$ cat config.mk
export PLATFORM = sky130hd
export DESIGN_NAME = lcd_num_formatter
export DESIGN_NICKNAME = d
export VERILOG_FILES = /design/src/rtl/lcd_pkg.sv /design/src/rtl/lcd_num_formatter_bcd_adj3.sv /design/src/rtl/lcd_num_formatter.sv
export SDC_FILE = /design/constraint.sdc
export NUM_CORES = 1
export LEC_CHECK = 0
export CORE_MARGIN = 4
export CORE_UTILIZATION = 57
export DETAILED_ROUTE_END_ITERATION = 10
export PLACE_DENSITY = 0.85
export SYNTH_ARGS = -nofsm -noshare
export SYNTH_HDL_FRONTEND = slang
export SYNTH_SLANG_ARGS = --single-unit
$ cat constraint.sdc
create_clock -name clk -period 1.9 [get_ports clk]
set_input_delay 0.38 -clock clk [delete_from_list [all_inputs] [get_ports clk]]
set_output_delay 0.38 -clock clk [all_outputs]
set_load 0.005 [all_outputs]
$ cat src/rtl/lcd_pkg.sv
// Shared constants and FSM encoding for the LCD number formatter.
package lcd_pkg;

   localparam logic [7:0] CH_ZERO  = 8'h30;
   localparam logic [7:0] CH_SPACE = 8'h20;
   localparam logic [7:0] CH_OVF   = 8'h23;

   typedef enum logic [1:0] {
      IDLE = 2'd0,
      CONV = 2'd1,
      EMIT = 2'd2
   } state_t;

   function automatic logic [7:0] digit_char(input logic [3:0] d);
      return CH_ZERO | {4'h0, d};
   endfunction

endpackage

$ cat src/rtl/lcd_num_formatter_bcd_adj3.sv
// Shift-and-add-3 correction cell: one BCD nibble, adds 3 when the nibble is 5 or more.
module bcd_adj3 (
   input  logic [3:0] din,
   output logic [3:0] dout
);

   always_comb begin
      dout = din;
      if (din >= 4'd5) dout = din + 4'd3;
   end

endmodule

$ cat src/rtl/lcd_num_formatter.sv
// Binary to BCD (shift-and-add-3) converter that streams one HD44780 character
// per digit, most significant first, over a valid/ready handshake.
module lcd_num_formatter #(
   parameter int BIN_W    = 16,
   parameter int DIGITS   = 5,
   parameter int BLANK_LZ = 1
) (
   input  logic             clk,
   input  logic             rst,
   input  logic             start,
   input  logic [BIN_W-1:0] bin,
   output logic             busy,
   output logic             char_valid,
   input  logic             char_ready,
   output logic [7:0]       char_data,
   output logic             char_last,
   output logic             overflow
);
   import lcd_pkg::*;

   localparam int BCD_W = 4 * DIGITS;
   localparam int CNT_W = $clog2(BIN_W + 1);
   localparam int IDX_W = (DIGITS > 1) ? $clog2(DIGITS) : 1;

   state_t             state, state_n;
   logic [BIN_W-1:0]   bin_sr;
   logic [BCD_W-1:0]   bcd;
   logic [BCD_W-1:0]   adj;
   logic [CNT_W-1:0]   cnt;
   logic [IDX_W-1:0]   idx;
   logic               ovf_q;
   logic               blank_q;
   logic [3:0]         digit;

   for (genvar g = 0; g < DIGITS; g++) begin : g_adj
      bcd_adj3 u_adj (
         .din  (bcd[4*g +: 4]),
         .dout (adj[4*g +: 4])
      );
   end

   always_ff @(posedge clk or posedge rst) begin
      if (rst) state <= IDLE;
      else     state <= state_n;
   end

   always_comb begin
      state_n = state;
      case (state)
         IDLE:    if (start) state_n = CONV;
         CONV:    if (cnt == '0) state_n = EMIT;
         EMIT:    if (char_ready && idx == '0) state_n = IDLE;
         default: state_n = IDLE;
      endcase
   end

   always_ff @(posedge clk or posedge rst) begin
      if (rst) begin
         bin_sr  <= '0;
         bcd     <= '0;
         cnt     <= '0;
         idx     <= '0;
         ovf_q   <= 1'b0;
         blank_q <= 1'b0;
      end else begin
         case (state)
            IDLE: if (start) begin
               bin_sr  <= bin;
               bcd     <= '0;
               cnt     <= CNT_W'(BIN_W);
               ovf_q   <= 1'b0;
               blank_q <= (BLANK_LZ != 0);
            end
            CONV: if (cnt != '0) begin
               // carry out of the top nibble means the value needs more digits
               {bcd, bin_sr} <= {adj[BCD_W-2:0], bin_sr, 1'b0};
               if (adj[BCD_W-1]) ovf_q <= 1'b1;
               cnt <= cnt - 1'b1;
            end else begin
               idx <= IDX_W'(DIGITS - 1);
            end
            EMIT: if (char_ready) begin
               if (digit != 4'd0) blank_q <= 1'b0;
               if (idx != '0) idx <= idx - 1'b1;
            end
            default: ;
         endcase
      end
   end

   // outputs decode only registered state, so char_ready never reaches char_valid
   always_comb begin
      digit      = bcd[4*idx +: 4];
      busy       = (state != IDLE);
      char_valid = (state == EMIT);
      char_last  = (state == EMIT) && (idx == '0);
      overflow   = ovf_q;
      char_data  = 8'h00;
      if (state == EMIT) begin
         if (ovf_q)
            char_data = CH_OVF;
         else if (blank_q && digit == 4'd0 && idx != '0)
            char_data = CH_SPACE;
         else
            char_data = digit_char(digit);
      end
   end

endmodule
* Yosys cells after proc, flatten, opt, wreduce, memory -nomap -nowiden
Cells that the tools add are included.
Storage, ports and cells: output and inout port bits 12, flip-flop bits (word level) 48, input bits 20
Operators by class: muxes and demuxes 33, $lt $le $gt $ge 5, equality and inequality tests 11, shifts and indexed selects 1, $add $sub $neg 7, reductions and logical operators 20
Operators by type and width (count):
- $mux W20 | 2
- $pmux W20 S2 | 1
- $mux W16 | 2
- $pmux W16 S2 | 1
- $add A4 B2 Y4 const B | 5
- $ge A4 B3 Y1 const B | 5
- $mux W4 | 5
- $mux W5 | 4
- $shiftx A20 B6 Y4 | 1
- $reduce_and A4 Y1 | 3
- $ne A2 B1 Y1 const B | 5
- $pmux W5 S2 | 1
- $mux W3 | 3
- $mux W8 | 1
- $ne A2 B2 Y1 const B | 4
- $reduce_bool A2 Y1 | 4
- $mux W1 | 6
- $mux W2 | 3
- $pmux W2 S3 | 1
- $pmux W3 S2 | 1
- $reduce_and A3 Y1 | 2
- $logic_not A5 Y1 | 1
- $reduce_bool A5 Y1 | 1
- $sub A5 B1 Y5 const B | 1
- 10 further kinds | 14

* Longest topological paths before layout
Gate-level depths: netlist (run 1).
depth in word-level cells 7, gate-level depth with buffers 8, gate-level depth less buffers 6

* Modules after synthesis
A second synthesis (run 1) with hierarchy kept.
Second synthesis, totals: cell total of the unflattened synthesis 345, area total of the unflattened synthesis 2966.6 um^2
By module, submodules not included:
- lcd_num_formatter | times used 1, cells an instance 265, area each 2459.9 um^2, seq. area each 1201.2 um^2
- bcd_adj3 | times used 5, cells an instance 16, area each 101.3 um^2, seq. area each 0.0 um^2

* Least setup slack after synthesis (run 1)
OpenSTA, ideal clock, no wires.
kind register to output, start point register idx[0], end point output port char_data[4], slack 0.249 ns, data required time 1.520 ns, data arrival time 1.271 ns, stages on the path, launching flop included 6, path through dfrtp_1 -> buf_6 -> mux2_4 -> a32oi_1 -> a21boi_0 -> a31oi_1
Between the ends: cells in the longest elaborated chain, start to end 7, elaborated cells between the ends (all ways) 8, classes of those cells 1 x shift; 3 x mux; 4 x reduce/logical
RTL lines:
- start, declared | line lcd_num_formatter.sv:30 | logic [IDX_W-1:0] idx;
- start signal, assigned | line lcd_num_formatter.sv:80 | idx <= IDX_W'(DIGITS - 1);
- start signal, assigned | line lcd_num_formatter.sv:84 | if (idx != '0) idx <= idx - 1'b1;
- $shiftx A20 B6 Y4 | line lcd_num_formatter.sv:93 | digit = bcd[4*idx +: 4];
- $logic_not A4 Y1 | line lcd_num_formatter.sv:102 | else if (blank_q && digit == 4'd0 && idx != '0)
- $logic_and A1 B1 Y1 | line lcd_num_formatter.sv:102
- $logic_and A1 B1 Y1 * | line lcd_num_formatter.sv:102
- $mux W5 * | line lcd_num_formatter.sv:102
- $mux W5 * | line lcd_num_formatter.sv:100 | if (ovf_q)
- $mux W8 * | line lcd_num_formatter.sv:99 | if (state == EMIT) begin
- end, declared | line lcd_num_formatter.sv:15 | output logic [7:0] char_data,
Every way passes the cells marked *; elsewhere a longest branch is shown, timed or not.

* Worst setup path in the final report (run 1)
start point register idx[0], end point output port char_data[2]
Between the ends: cells in the longest elaborated chain, start to end 7, elaborated cells between the ends (all ways) 8, classes of those cells 1 x shift; 3 x mux; 4 x reduce/logical
RTL lines (line):
- $shiftx A20 B6 Y4 | lcd_num_formatter.sv:93
- $logic_not A4 Y1 | lcd_num_formatter.sv:102
- $logic_and A1 B1 Y1 (2 in series) | lcd_num_formatter.sv:102
- $mux W5 * | lcd_num_formatter.sv:102
- $mux W5 * | lcd_num_formatter.sv:100
- $mux W8 * | lcd_num_formatter.sv:99
Marks and branches as above.

==> summary.md, run 1 <==
| Metric | Value |
|---|---|
| Outcome | finished, violations left |
| Failing checks | negative setup slack |
| Combined buffer and inverter count along the critical path | 3 |
| Routability congestion estimate from global placement | slightly above 0.8 |
| Number of hold violations in the final report | 0 |
| Ports | 32 |
| Slew @ Worst Pin | ~700 ps |
| Max Root-Sink Buffers | 2 |
| Dominant synthesized flop cell | sky130_fd_sc_hd__dfrtp_1 |
| Detail-routed via count per cell | ~5.9 |
| Antenna violations before repair | 0 |
| Post-synthesis instance area | 2950 sq um |
| Worst-path cell with the longest stage delay | sky130_fd_sc_hd__dfrtp_2 |
| Antenna violation net count after detailed routing | 0 |
| Core Region | 4880 sq um |
| Cell Pwr Density | 1690 nW/um^2 |
| Post-Place Setup Slack | -304 ps |
| Cell row count | 25 |
| # setup viols final | 6 |
| Cell count after synthesis | 315 |
| Overall die area | 6400 sq um |
| Total routing resource utilization after global routing | approximately a quarter |
| Largest stage delay, worst path | 450 ps |
| Element type at the critical path start | register |
| Type of element capturing the critical path | primary output |
| Pins Over Slew Limit | 0 |
| Fin Clk Skew | 4.28 ps |
| Clock buffers created by TritonCTS | 5 |
| RSZ-0062 raised after global routing | yes |
| Path type of the worst min-delay path | input port to asynchronous set/reset pin |
| Category of the most critical setup path | register to primary output |
| Root Buffer | sky130_fd_sc_hd__clkbuf_8 |
| Final min period | 2260 ps |
| Remaining global-route overflow | 0 |
| Via count of the first global-routing pass | 2717 |
| 1st-iter DRT viols | 311 |
| Final routed DRC violation total | 0 |
| Reg clk slew, reported paths | 90 ps |
| Antenna diode count | 0 |
| Family with the most delay on the worst path | buffers and inverters |
| Chain of cells forming the critical path | buf_4, mux2i_4, o2bb2ai_2, buf_4, a22oi_1, nor2_1, clkdlybuf4s15_1 |
| CTS H-tree lvls | 2 |
| Fin crit share | 119% |
| CP most frequent cell | sky130_fd_sc_hd__buf_4 |
| Height of the die | 80.0 um |
| Initial standard-cell utilization of the core | roughly three fifths |
| Async SR Flop Fraction | 100% |
| Detailed Place HPWL | 4830 um |
| Net count of the finished layout | 420 |
| Wirelength, routed | around 7700 um |
| Post-layout total power | approximately 6.4 mW |
| Maximum number of pins on one net before global-route repair | between 40 and 50 |
| Number of max-cap violations | 0 |
| Data arrival time of the worst path | 1880 ps |
| Layout-stage area growth over the synthesis result | 27.8% |
| Clk sink count | 48 |
| Req. time, crit path | 1520 ps |
| Most common cell after layout, fill and taps aside | sky130_fd_sc_hd__dfrtp_1 |
| Ys Warns | 0 |
| Total via count after detailed routing | 2685 |
| Number of flops mapped to enable cells by yosys | 0 |
| Worst setup margin | -362 ps |
| Fillers | 305 |
| Fraction of layout instances using a drive strength above 1 | 27.9% |
| Average wire per standard cell | roughly 17 um |
| First-pass iteration count of the detailed router | 5 |
| Leading cell types in the layout, fill and taps excluded | sky130_fd_sc_hd__dfrtp_1, sky130_fd_sc_hd__buf_4, sky130_fd_sc_hd__nand2_1, sky130_fd_sc_hd__nor2_1, sky130_fd_sc_hd__clkdlybuf4s50_1 |
| Syn Area/Cell | about 9.4 sq um |
| Global-route wire length before repair | 12700 um |
| Seq/Total Area, Yosys | 40.7% |
| Insertion delay of the later-clocked pin in the worst-skew pair | ~310 ps |
| Max VDD drop | 0.000848 V |
| Total negative slack | -1510 ps |
| Synth unique cells | 51 |
| Relative max-transition margin | 54.3% |
| Peak fanout along the critical path | 6 |
| Achievable frequency | about 440 MHz |
| Final core occ | 77.3% |
| Number of synthesized register bits | 48 |
| TritonCTS clock tree | built |
| Leak | approximately 1.7 nW |
| I/O Buffers | 29 |
| Overall die width | between 70 and 80 um |
-- layout make-up --
type                    instances  area [sq um]  share of cell area (%)
inverters                      19          71.3                    1.89
multi-input cells             231          1620                    43.0
clock buffers                   7          86.3                    2.29
flip-flops and latches         48          1200                    31.9
repair buffers                 81           697                    18.5
clock inverters                 1          7.51                   0.199
well taps                      67          83.8                    2.22
-- power breakdown --
| group | total (mW) | internal, mW | switching (mW) |
|---|---|---|---|
| clock network | 0.657 | 0.297 | 0.360 |
| logic | 3.89 | 1.81 | 2.07 |
| registers | 1.85 | 1.50 | 0.352 |
| total | 6.39 | 3.61 | 2.78 |
-- worst register-to-register path: stages (launching register included) --
cell and delay [ps]:
sky130_fd_sc_hd__dfrtp_1 400, sky130_fd_sc_hd__inv_1 120, sky130_fd_sc_hd__ha_1 190, sky130_fd_sc_hd__or4b_4 530
sky130_fd_sc_hd__nand2_8 220, sky130_fd_sc_hd__nand3_1 140, sky130_fd_sc_hd__o21ai_0 120
-- cell families (layout without fill, tap and decap cells) --
kind of cell,after synthesis,after routing,share of synthesized area [%]
fa+ha+maj,14,14,5.93
flops,48,48,40.7
simple gates,111,111,18.8
buf+inv,37,108,6.74
other cells,1,2,0.127
mux,11,11,4.53
xor+xnor,11,11,3.26
compound gates,82,82,19.9
-- layer usage --
| metal | vias up | part of all wire [%] | global-route usage [%] |
|---|---|---|---|
| met2 | 128 | 49 | 43.1 |
| li1 | 1245 | - | - |
| met3 | 28 | 5.6 | 4.74 |
| met4 | 0 | 2.8 | 11.3 |
| met1 | 1284 | 42 | 31.3 |
| met5 | - | 0 | 0 |
-- what timing repair did --
item	CTS	global route
gates resized for setup	40	9
setup buffers	8	1
pin swaps	7	3
cloned	0	0
hold endpoints to repair	0	0
endpoints found under the setup margin	9	9
hold buffers	0	0
-- cells in the mapped netlist (5+ instances only) --
master / count / area (sq um)
sky130_fd_sc_hd__a21oi_1: 12 / 60.1
sky130_fd_sc_hd__a31oi_1: 16 / 100
sky130_fd_sc_hd__a32o_1: 5 / 50.1
sky130_fd_sc_hd__buf_2: 9 / 45.0
sky130_fd_sc_hd__dfrtp_1: 48 / 1200
sky130_fd_sc_hd__ha_1: 14 / 175
sky130_fd_sc_hd__inv_1: 19 / 71.3
sky130_fd_sc_hd__mux2_2: 7 / 78.8
sky130_fd_sc_hd__nand2_1: 44 / 165
sky130_fd_sc_hd__nand2b_1: 9 / 56.3
sky130_fd_sc_hd__nand3_1: 16 / 80.1
sky130_fd_sc_hd__nor2_1: 24 / 90.1
sky130_fd_sc_hd__o21ai_0: 19 / 95.1
sky130_fd_sc_hd__o21ai_2: 7 / 61.3
sky130_fd_sc_hd__o31ai_1: 7 / 52.6
sky130_fd_sc_hd__xnor2_1: 7 / 61.3
-- per-stage QoR --
step                      hold slack (ps)  area [sq um]  cells
after detailed placement              483          3550    437
after global placement                462          3550    437
after CTS                             430          3730    453
final                                 418          3770    454
after floorplan                       449          2960    316
after global routing                  441          3770    454
-- registers in the layout, indices dropped and copies added, names as in the netlist --
signal and flops:
idx 3, blank_q 1, overflow 1, cnt 5, bin_sr 16, bcd 20, state 2
-- final timing paths --
kind / from / end / slack [ps] / cells after the start
setup / recovery: idx[0]$_DFFE_PP0P_ / char_data[2] / -360 / 7
hold / removal: rst / bin_sr[3]$_DFFE_PP0P_ / 420 / 3
setup reg to reg: cnt[0]$_DFFE_PP0P_ / bcd[18]$_DFFE_PP0P_ / 100 / 6
hold reg to reg: bin_sr[15]$_DFFE_PP0P_ / bcd[0]$_DFFE_PP0P_ / 540 / 2
max in group asynchronous: rst / idx[2]$_DFFE_PP0P_ / 1250 / 3
min in group clk: bin_sr[15]$_DFFE_PP0P_ / bcd[0]$_DFFE_PP0P_ / 540 / 2
(Power assumes the default switching activity.)
==> run 2, diff against run 1 <==
--- a/config.mk
+++ b/config.mk
@@ -7,6 +7,7 @@
 export LEC_CHECK = 0
 export CORE_MARGIN = 4
 export CORE_UTILIZATION = 57
+export CTS_CLUSTER_DIAMETER = 80
 export DETAILED_ROUTE_END_ITERATION = 10
 export PLACE_DENSITY = 0.85
 export SYNTH_ARGS = -nofsm -noshare
==> results of run 2 <==
Final layout, timing and power as in run 1 (identical DEF).
